**config.mk**
```make
export PLATFORM = sky130hd
export DESIGN_NAME = pyrm_dcache_rmw_ctrl
export DESIGN_NICKNAME = d
export VERILOG_FILES = /design/src/rtl/pyrm_dcache_pkg.sv /design/src/rtl/pyrm_dcache_align.sv /design/src/rtl/pyrm_dcache_rmw_ctrl.sv
export SDC_FILE = /design/constraint.sdc
export NUM_CORES = 1
export LEC_CHECK = 0
export CORE_MARGIN = 10
export CORE_UTILIZATION = 59
export DETAILED_ROUTE_END_ITERATION = 8
export DONT_BUFFER_PORTS = 1
export HOLD_SLACK_MARGIN = 0.1
export PLACE_DENSITY_LB_ADDON = 0.2
export SLEW_MARGIN = 10
export SYNTH_ARGS = -nofsm -noshare
export SYNTH_HDL_FRONTEND = slang
export SYNTH_SLANG_ARGS = --single-unit
```
**constraint.sdc**
```tcl
create_clock -name clk -period 2.6 [get_ports clk]
set_input_delay 0.13 -clock clk [delete_from_list [all_inputs] [get_ports clk]]
set_output_delay 0.13 -clock clk [all_outputs]
set_load 0.02 [all_outputs]
```
**src/rtl/pyrm_dcache_pkg.sv**
```systemverilog
// Shared types and decode helpers for the dcache read-modify-write controller.
package pyrm_dcache_pkg;

  typedef logic [2:0] dc_state_t;

  localparam dc_state_t ST_IDLE  = 3'd0;
  localparam dc_state_t ST_READ  = 3'd1;
  localparam dc_state_t ST_CAPT  = 3'd2;
  localparam dc_state_t ST_WRITE = 3'd3;
  localparam dc_state_t ST_RESP  = 3'd4;

  localparam logic [2:0] FUNCT3_LOAD_LB  = 3'b000;
  localparam logic [2:0] FUNCT3_LOAD_LH  = 3'b001;
  localparam logic [2:0] FUNCT3_LOAD_LW  = 3'b010;
  localparam logic [2:0] FUNCT3_LOAD_LD  = 3'b011;
  localparam logic [2:0] FUNCT3_LOAD_LBU = 3'b100;
  localparam logic [2:0] FUNCT3_LOAD_LHU = 3'b101;
  localparam logic [2:0] FUNCT3_LOAD_LWU = 3'b110;

  localparam logic [2:0] FUNCT3_STORE_SB = 3'b000;
  localparam logic [2:0] FUNCT3_STORE_SH = 3'b001;
  localparam logic [2:0] FUNCT3_STORE_SW = 3'b010;
  localparam logic [2:0] FUNCT3_STORE_SD = 3'b011;

  // Access size in bytes from funct3[1:0].
  function automatic logic [3:0] dc_size_bytes(input logic [2:0] f3);
    case (f3[1:0])
      2'd0:    dc_size_bytes = 4'd1;
      2'd1:    dc_size_bytes = 4'd2;
      2'd2:    dc_size_bytes = 4'd4;
      default: dc_size_bytes = 4'd8;
    endcase
  endfunction

endpackage

```
**src/rtl/pyrm_dcache_align.sv**
```systemverilog
// Combinational byte-lane alignment: store merge into a 128-bit line and load extract/extend.
module pyrm_dcache_align
  import pyrm_dcache_pkg::*;
(
  input  logic [127:0] line,
  input  logic [2:0]   off,
  input  logic [2:0]   f3,
  input  logic [63:0]  data,
  output logic [127:0] merged,
  output logic [63:0]  ld_data
);

  logic [5:0]   sh;
  logic [63:0]  size_mask;
  logic [127:0] mask;
  logic [63:0]  xw;

  assign sh = {off, 3'b000};

  always_comb begin
    size_mask = 64'd0;
    case (dc_size_bytes(f3))
      4'd1:    size_mask = 64'h0000_0000_0000_00ff;
      4'd2:    size_mask = 64'h0000_0000_0000_ffff;
      4'd4:    size_mask = 64'h0000_0000_ffff_ffff;
      default: size_mask = 64'hffff_ffff_ffff_ffff;
    endcase
  end

  // Shifting within 128 bits lets an access at any offset spill into the second word.
  assign mask   = {64'd0, size_mask} << sh;
  assign merged = (line & ~mask) | (({64'd0, data} << sh) & mask);
  assign xw     = 64'(line >> sh);

  always_comb begin
    ld_data = 64'd0;
    case (f3)
      FUNCT3_LOAD_LB:  ld_data = {{56{xw[7]}},  xw[7:0]};
      FUNCT3_LOAD_LH:  ld_data = {{48{xw[15]}}, xw[15:0]};
      FUNCT3_LOAD_LW:  ld_data = {{32{xw[31]}}, xw[31:0]};
      FUNCT3_LOAD_LD:  ld_data = xw;
      FUNCT3_LOAD_LBU: ld_data = {56'd0, xw[7:0]};
      FUNCT3_LOAD_LHU: ld_data = {48'd0, xw[15:0]};
      FUNCT3_LOAD_LWU: ld_data = {32'd0, xw[31:0]};
      default:         ld_data = 64'd0;
    endcase
  end

endmodule

```
**src/rtl/pyrm_dcache_rmw_ctrl.sv**
```systemverilog
// One-at-a-time load/store sequencer over a two-word dcache array: read, capture, merge/write or respond.
module pyrm_dcache_rmw_ctrl
  import pyrm_dcache_pkg::*;
#(
  parameter int DC_IDX_W = 11
) (
  input  logic                clk,
  input  logic                reset_pyri,
  input  logic [63:0]         req_addr_pyri,
  input  logic [63:0]         req_data_pyri,
  input  logic [2:0]          req_f3_pyri,
  input  logic                req_store_pyri,
  input  logic                req_valid_pyri,
  output logic                req_retry_pyro,
  output logic [63:0]         resp_data_pyro,
  output logic                resp_valid_pyro,
  input  logic                resp_retry_pyri,
  output logic [DC_IDX_W-1:0] dc_idx_pyro,
  output logic                dc_rd_pyro,
  input  logic [63:0]         dc_rdata1_pyri,
  input  logic [63:0]         dc_rdata2_pyri,
  output logic [63:0]         dc_wdata1_pyro,
  output logic [63:0]         dc_wdata2_pyro,
  output logic                dc_we_pyro,
  output logic                busy_pyro
);

  dc_state_t           state;
  logic [DC_IDX_W-1:0] idx_q;
  logic [2:0]          off_q;
  logic [2:0]          f3_q;
  logic [63:0]         data_q;
  logic                store_q;
  logic [127:0]        line_q;
  logic [63:0]         resp_q;

  logic [127:0]        aln_line;
  logic [127:0]        merged;
  logic [63:0]         ld_data;
  logic                unused_addr;

  assign unused_addr = ^req_addr_pyri[63:DC_IDX_W+3];

  // Loads extract straight from the returning words so the result is registered in CAPT.
  assign aln_line = (state == ST_CAPT) ? {dc_rdata2_pyri, dc_rdata1_pyri} : line_q;

  pyrm_dcache_align u_align (
    .line    (aln_line),
    .off     (off_q),
    .f3      (f3_q),
    .data    (data_q),
    .merged  (merged),
    .ld_data (ld_data)
  );

  always_ff @(posedge clk or negedge reset_pyri) begin
    if (!reset_pyri) begin
      state   <= ST_IDLE;
      idx_q   <= '0;
      off_q   <= 3'd0;
      f3_q    <= 3'd0;
      data_q  <= 64'd0;
      store_q <= 1'b0;
      line_q  <= 128'd0;
      resp_q  <= 64'd0;
    end else begin
      case (state)
        ST_IDLE: begin
          if (req_valid_pyri) begin
            idx_q   <= req_addr_pyri[DC_IDX_W+2:3];
            off_q   <= req_addr_pyri[2:0];
            f3_q    <= req_f3_pyri;
            data_q  <= req_data_pyri;
            store_q <= req_store_pyri;
            state   <= ST_READ;
          end
        end
        ST_READ: state <= ST_CAPT;
        ST_CAPT: begin
          line_q <= {dc_rdata2_pyri, dc_rdata1_pyri};
          if (store_q) begin
            // Stores with funct3[2] set are illegal: retire without writing.
            state <= f3_q[2] ? ST_IDLE : ST_WRITE;
          end else begin
            resp_q <= ld_data;
            state  <= ST_RESP;
          end
        end
        ST_WRITE: state <= ST_IDLE;
        ST_RESP: begin
          if (!resp_retry_pyri) state <= ST_IDLE;
        end
        default: state <= ST_IDLE;
      endcase
    end
  end

  assign req_retry_pyro  = (state != ST_IDLE);
  assign busy_pyro       = (state != ST_IDLE);
  assign dc_idx_pyro     = idx_q;
  assign dc_rd_pyro      = (state == ST_READ);
  assign dc_we_pyro      = (state == ST_WRITE);
  assign dc_wdata1_pyro  = dc_we_pyro ? merged[63:0]   : 64'd0;
  assign dc_wdata2_pyro  = dc_we_pyro ? merged[127:64] : 64'd0;
  assign resp_valid_pyro = (state == ST_RESP);
  assign resp_data_pyro  = resp_q;

endmodule

```
==> flow_metrics.env, run 1 <==
export IMPL_syn_nets=2124
export IMPL_clock_sink_count=277
export IMPL_cts_max_level=2
export IMPL_ys_ff_latch=277
export IMPL_grt_max_degree=278
export IMPL_synth_cell_type_count=67
export IMPL_grt_overflow_total=2586
export IMPL_status="did not finish"
export IMPL_ioPinCount=472
export IMPL_initial_utilization_pct=59.8
export IMPL_worst_ep_kind="primary output"
export IMPL_synthArstFlopShare_pct=100
export IMPL_clk_path_buf_depth=3
export IMPL_grt_total_usage_pct=97.0
export IMPL_place_worst_setup_slack_ns=-0.131
export IMPL_failing_step="5_1_grt"
export IMPL_gp_congestion=1.04
export IMPL_cts_made_buffers=34
export IMPL_row_count=64
export IMPL_firstError="[ERROR GRT-0232] Routing congestion too high. Check the congestion heatmap in the GUI."
export IMPL_synth_area_um2=18300
export IMPL_ys_seq_area_share_pct=37.9
export IMPL_synth_edf_count=0
export IMPL_synth_area_per_cell_um2=9.83
export IMPL_die_w_um=196
export IMPL_syn_inst=1860
export IMPL_synth_main_ff_cell="dfrtp_1"
export IMPL_die_h_um=196
export IMPL_hpwl_um=66000
export IMPL_io_buffers=0
export IMPL_ys_warn_count=0
export IMPL_grt_worst_endpoint="dc_wdata1_pyro[59]"
export IMPL_clk_root_buffer_cell="clkbuf_16"
[kinds of logic after synthesis]
kind of cell	Yosys count	synth area share [%]
muxes	400	27.6
and+or+nand+nor	560	13.2
DFF	277	37.9
AOI/OAI and AO/OA	385	15.5
buffers and inverters	238	5.82
[layer usage]
metal,track usage [%],GRT overflow
met5,63.3,19
met2,117,1752
met3,84.3,101
met1,86.3,86
met4,107,628
[cell usage after synthesis, types with 28 or more instances]
cell type / count / area [um2]
inv_1: 73 / 274
o22ai_1: 28 / 175
buf_2: 34 / 170
clkbuf_1: 91 / 342
and2_1: 38 / 238
nand2_1: 301 / 1130
a311oi_1: 46 / 403
a211oi_1: 96 / 721
o21ai_0: 36 / 180
mux4_2: 69 / 1550
mux2_2: 117 / 1320
dfrtp_1: 277 / 6930
a21oi_1: 57 / 285
mux2i_1: 206 / 2060
nor2_1: 137 / 514
[timing repair]
action	in CTS
hold endpoints to repair	489
gates resized for setup	330
gates cloned	12
pin swaps	89
hold buffers	211
buffers inserted	116
setup endpoints to repair	154
[through the flow]
stage               area (um2)  hold WS (ns)  instances
floorplan                18600        -0.166       1860
global placement         21600        -0.157       2484
detailed placement       21600        -0.157       2484
CTS                      27300        -0.694       2872
==> inputs of run 2 (changes only) <==
--- a/config.mk
+++ b/config.mk
@@ -6,11 +6,10 @@
 export NUM_CORES = 1
 export LEC_CHECK = 0
 export CORE_MARGIN = 10
-export CORE_UTILIZATION = 59
+export CORE_UTILIZATION = 40
 export DETAILED_ROUTE_END_ITERATION = 8
 export DONT_BUFFER_PORTS = 1
-export HOLD_SLACK_MARGIN = 0.1
-export PLACE_DENSITY_LB_ADDON = 0.2
+export PLACE_DENSITY_LB_ADDON = 0.15
 export SLEW_MARGIN = 10
 export SYNTH_ARGS = -nofsm -noshare
 export SYNTH_HDL_FRONTEND = slang
==> constraint.sdc (replaced) <==
create_clock -name clk -period 3.4 [get_ports clk]
set_input_delay 0.17 -clock clk [delete_from_list [all_inputs] [get_ports clk]]
set_output_delay 0.17 -clock clk [all_outputs]
set_load 0.02 [all_outputs]
==> run 2 against run 1 <==
Effect of this change: the flow now finishes, with violations (hold timing, setup timing); synthesized area unchanged; synthesized cell count is the same.
==> flow_metrics.env, run 2 <==
export IMPL_io_buffers=0
export IMPL_cts_max_level=2
export IMPL_drcViolationCount=0
export IMPL_ys_warn_count=0
export IMPL_setup_ws_ns=-0.0209
export IMPL_leakage_nw=11.0
export IMPL_grt_overflow_total=0
export IMPL_drv_slew=0
export IMPL_startpoint="off_q[1]"
export IMPL_firstDrtPassIters=5
export IMPL_largest_reg_flops=118
export IMPL_post_route_min_period_ns=3.42
export IMPL_grt_max_degree=278
export IMPL_synth_area_leader_cell="dfrtp_1"
export IMPL_hold_ws_ns=-0.684
export IMPL_clock_sink_count=277
export IMPL_regToRegEndpoint="resp_data_pyro[58]"
export IMPL_initial_utilization_pct=40.4
export IMPL_nets=2463
export IMPL_crit_path_start_kind="register"
export IMPL_row_count=78
export IMPL_peakVddDrop_mv=0.672
export IMPL_die_w_um=234
export IMPL_crit_end="dc_wdata2_pyro[3]"
export IMPL_final_setup_viol_count=2
export IMPL_synth_area_um2=18300
export IMPL_violations="hold timing, setup timing"
export IMPL_ys_seq_area_share_pct=37.9
export IMPL_synth_most_common_cell="nand2_1"
export IMPL_drive_above_1_share_pct=24.2
export IMPL_max_freq_mhz=292
export IMPL_final_cell_area_um2=23800
export IMPL_final_common_cell="nand2_1"
export IMPL_clk_path_buf_depth=3
export IMPL_required_ns=3.23
export IMPL_largest_register="line_q"
export IMPL_ys_ff_latch=277
export IMPL_synth_main_ff_cell="dfrtp_1"
export IMPL_ys_top_cells_by_count="301 x nand2_1, 277 x dfrtp_1, 206 x mux2i_1"
export IMPL_yosys_area_top_type_share_pct=37.9
export IMPL_worst_pin_slew_ns=0.843
export IMPL_cts_tree="built"
export IMPL_hold_violations=277
export IMPL_ioPinCount=472
export IMPL_worstSkewPairLatency_ns=0.57
export IMPL_clkTransAtPathRegs_ns=0.06
export IMPL_wl_per_cell_um=33.2
export IMPL_critPathMaxFanout=19
export IMPL_postRouteAntennaNets=0
export IMPL_post_route_util_pct=52.6
export IMPL_grt_first_pass_wirelength_um=131000
export IMPL_synth_edf_count=0
export IMPL_place_worst_setup_slack_ns=0.313
export IMPL_reg2reg_slack_ns=0.31
export IMPL_vias=17663
export IMPL_ctsHoldBuffers=212
export IMPL_status="complete, but fails checks"
export IMPL_gp_congestion=0.975
export IMPL_ff2ff_path_depth=7
export IMPL_antenna_found_initial=2
export IMPL_hold_path_class="in -> async"
export IMPL_dieArea_um2=54700
export IMPL_coreArea_um2=45300
export IMPL_fin_tns_setup_ns=-0.0328
export IMPL_drtIter0Drc=1969
export IMPL_dpl_cell_area_um2=20300
export IMPL_rr_startpoint="state[1]"
export IMPL_vias_per_cell=6.25
export IMPL_syn_nets=2124
export IMPL_rsz0062_at_grt="yes"
export IMPL_syn_inst=1860
export IMPL_relSlewSlack_pct=43.7
export IMPL_syn_to_final_growth_pct=30.1
export IMPL_synth_area_per_cell_um2=9.83
export IMPL_hpwl_um=70500
export IMPL_synth_cell_type_count=67
export IMPL_critPathCaptureType="output pin"
export IMPL_clk_root_buffer_cell="clkbuf_16"
export IMPL_synthArstFlopShare_pct=100
export IMPL_cts_made_buffers=36
export IMPL_powerDensity_nw_per_um2=1200
export IMPL_grt_total_usage_pct=33.4
export IMPL_maxCapViolCount=0
export IMPL_grt_pass1_vias=17625
export IMPL_crit_type="reg -> out"
export IMPL_fin_worst_skew_ns=0.0183
export IMPL_layout_common_cells="300 x nand2_1, 274 x dfrtp_1, 238 x buf_4, 212 x dlygate4sd3_1, 206 x mux2i_1"
export IMPL_crit_arrival_ns=3.25
export IMPL_synthTopCellsByArea="dfrtp_1 38%, mux2i_1 11%, mux4_2 8.5%"
export IMPL_die_h_um=234
export IMPL_routed_wl_um=93900
export IMPL_final_period_utilization_pct=101
==> run 2: cell counts after synthesis <==
No cell type changed its count.
==> run 2: per-layer routing <==
layer / track usage (%) / vias to the layer above / wire [um] / share of wire [%]
met3: 9.02 / 168 / 9390 / 10
met4: 12.4 / 0 / 3690 / 3.9
li1: - / 7517 / - / -
met5: 0 / - / 0 / 0
met1: 42.3 / 8990 / 36500 / 39
met2: 53.6 / 988 / 44300 / 47
==> run 2: kinds of logic after synthesis <==
group	Yosys count	synth area share, %
simple gates	560	13.2
mux	400	27.6
compound gates	385	15.5
flops	277	37.9
buf+inv	238	5.82
==> run 2: worst min path at each step <==
stage / start / cells past startpoint / end
2_1_floorplan: reset_pyri / 0 / asynchronous set/reset pin
3_3_place_gp: reset_pyri / 0 / resp_data_pyro[47]
3_5_place_dp: reset_pyri / 0 / resp_data_pyro[47]
4_1_cts: reset_pyri / 0 / line_q[81]
5_1_grt: reset_pyri / 0 / resp_data_pyro[55]
6_report: reset_pyri / 0 / resp_data_pyro[62]
==> run 2: through the flow <==
step,hold slack (ns),total power (W),cells
floorplan,-0.126,0.0167,1860
global placement,-0.103,0.0232,2548
detailed placement,-0.104,0.0234,2548
CTS,-0.695,0.0281,2825
global route,-0.696,0.0297,2825
finish,-0.684,0.0286,2828
==> run 2: worst max-delay path, cell delays in order (launching register included) <==
cell and delay [ns]:
dfrtp_4 0.66, buf_4 0.29, mux2_2 0.36, a22oi_1 0.36
nor2_1 0.08, a211oi_1 0.55, a311oi_1 0.14, buf_4 0.22
==> run 2: report_power, final <==
group	leakage (nW)	switching (W)	internal, W
Combinational	6.96	0.0104	0.00661
Clock	0.637	0.00165	0.00266
Sequential	3.35	0.00232	0.00495
==> run 2: final cells by class <==
class / count / area [um2]
Antenna cell: 3 / 7.51
Clock buffer: 45 / 1020
Clock inverter: 19 / 289
Fill cell: 4203 / 21500
Inverter: 77 / 294
Multi-Input combinational cell: 1345 / 10400
Sequential cell: 277 / 6940
Tap cell: 600 / 751
Timing Repair Buffer: 462 / 4130
==> run 2: what timing repair did <==
item | in CTS | in global routing
setup endpoints to repair | 27 | 6
endpoints found under the hold margin | 489 | 277
buffers inserted | 1 | 0
gates resized for setup | 4 | 7
(Power assumes the default switching activity.)
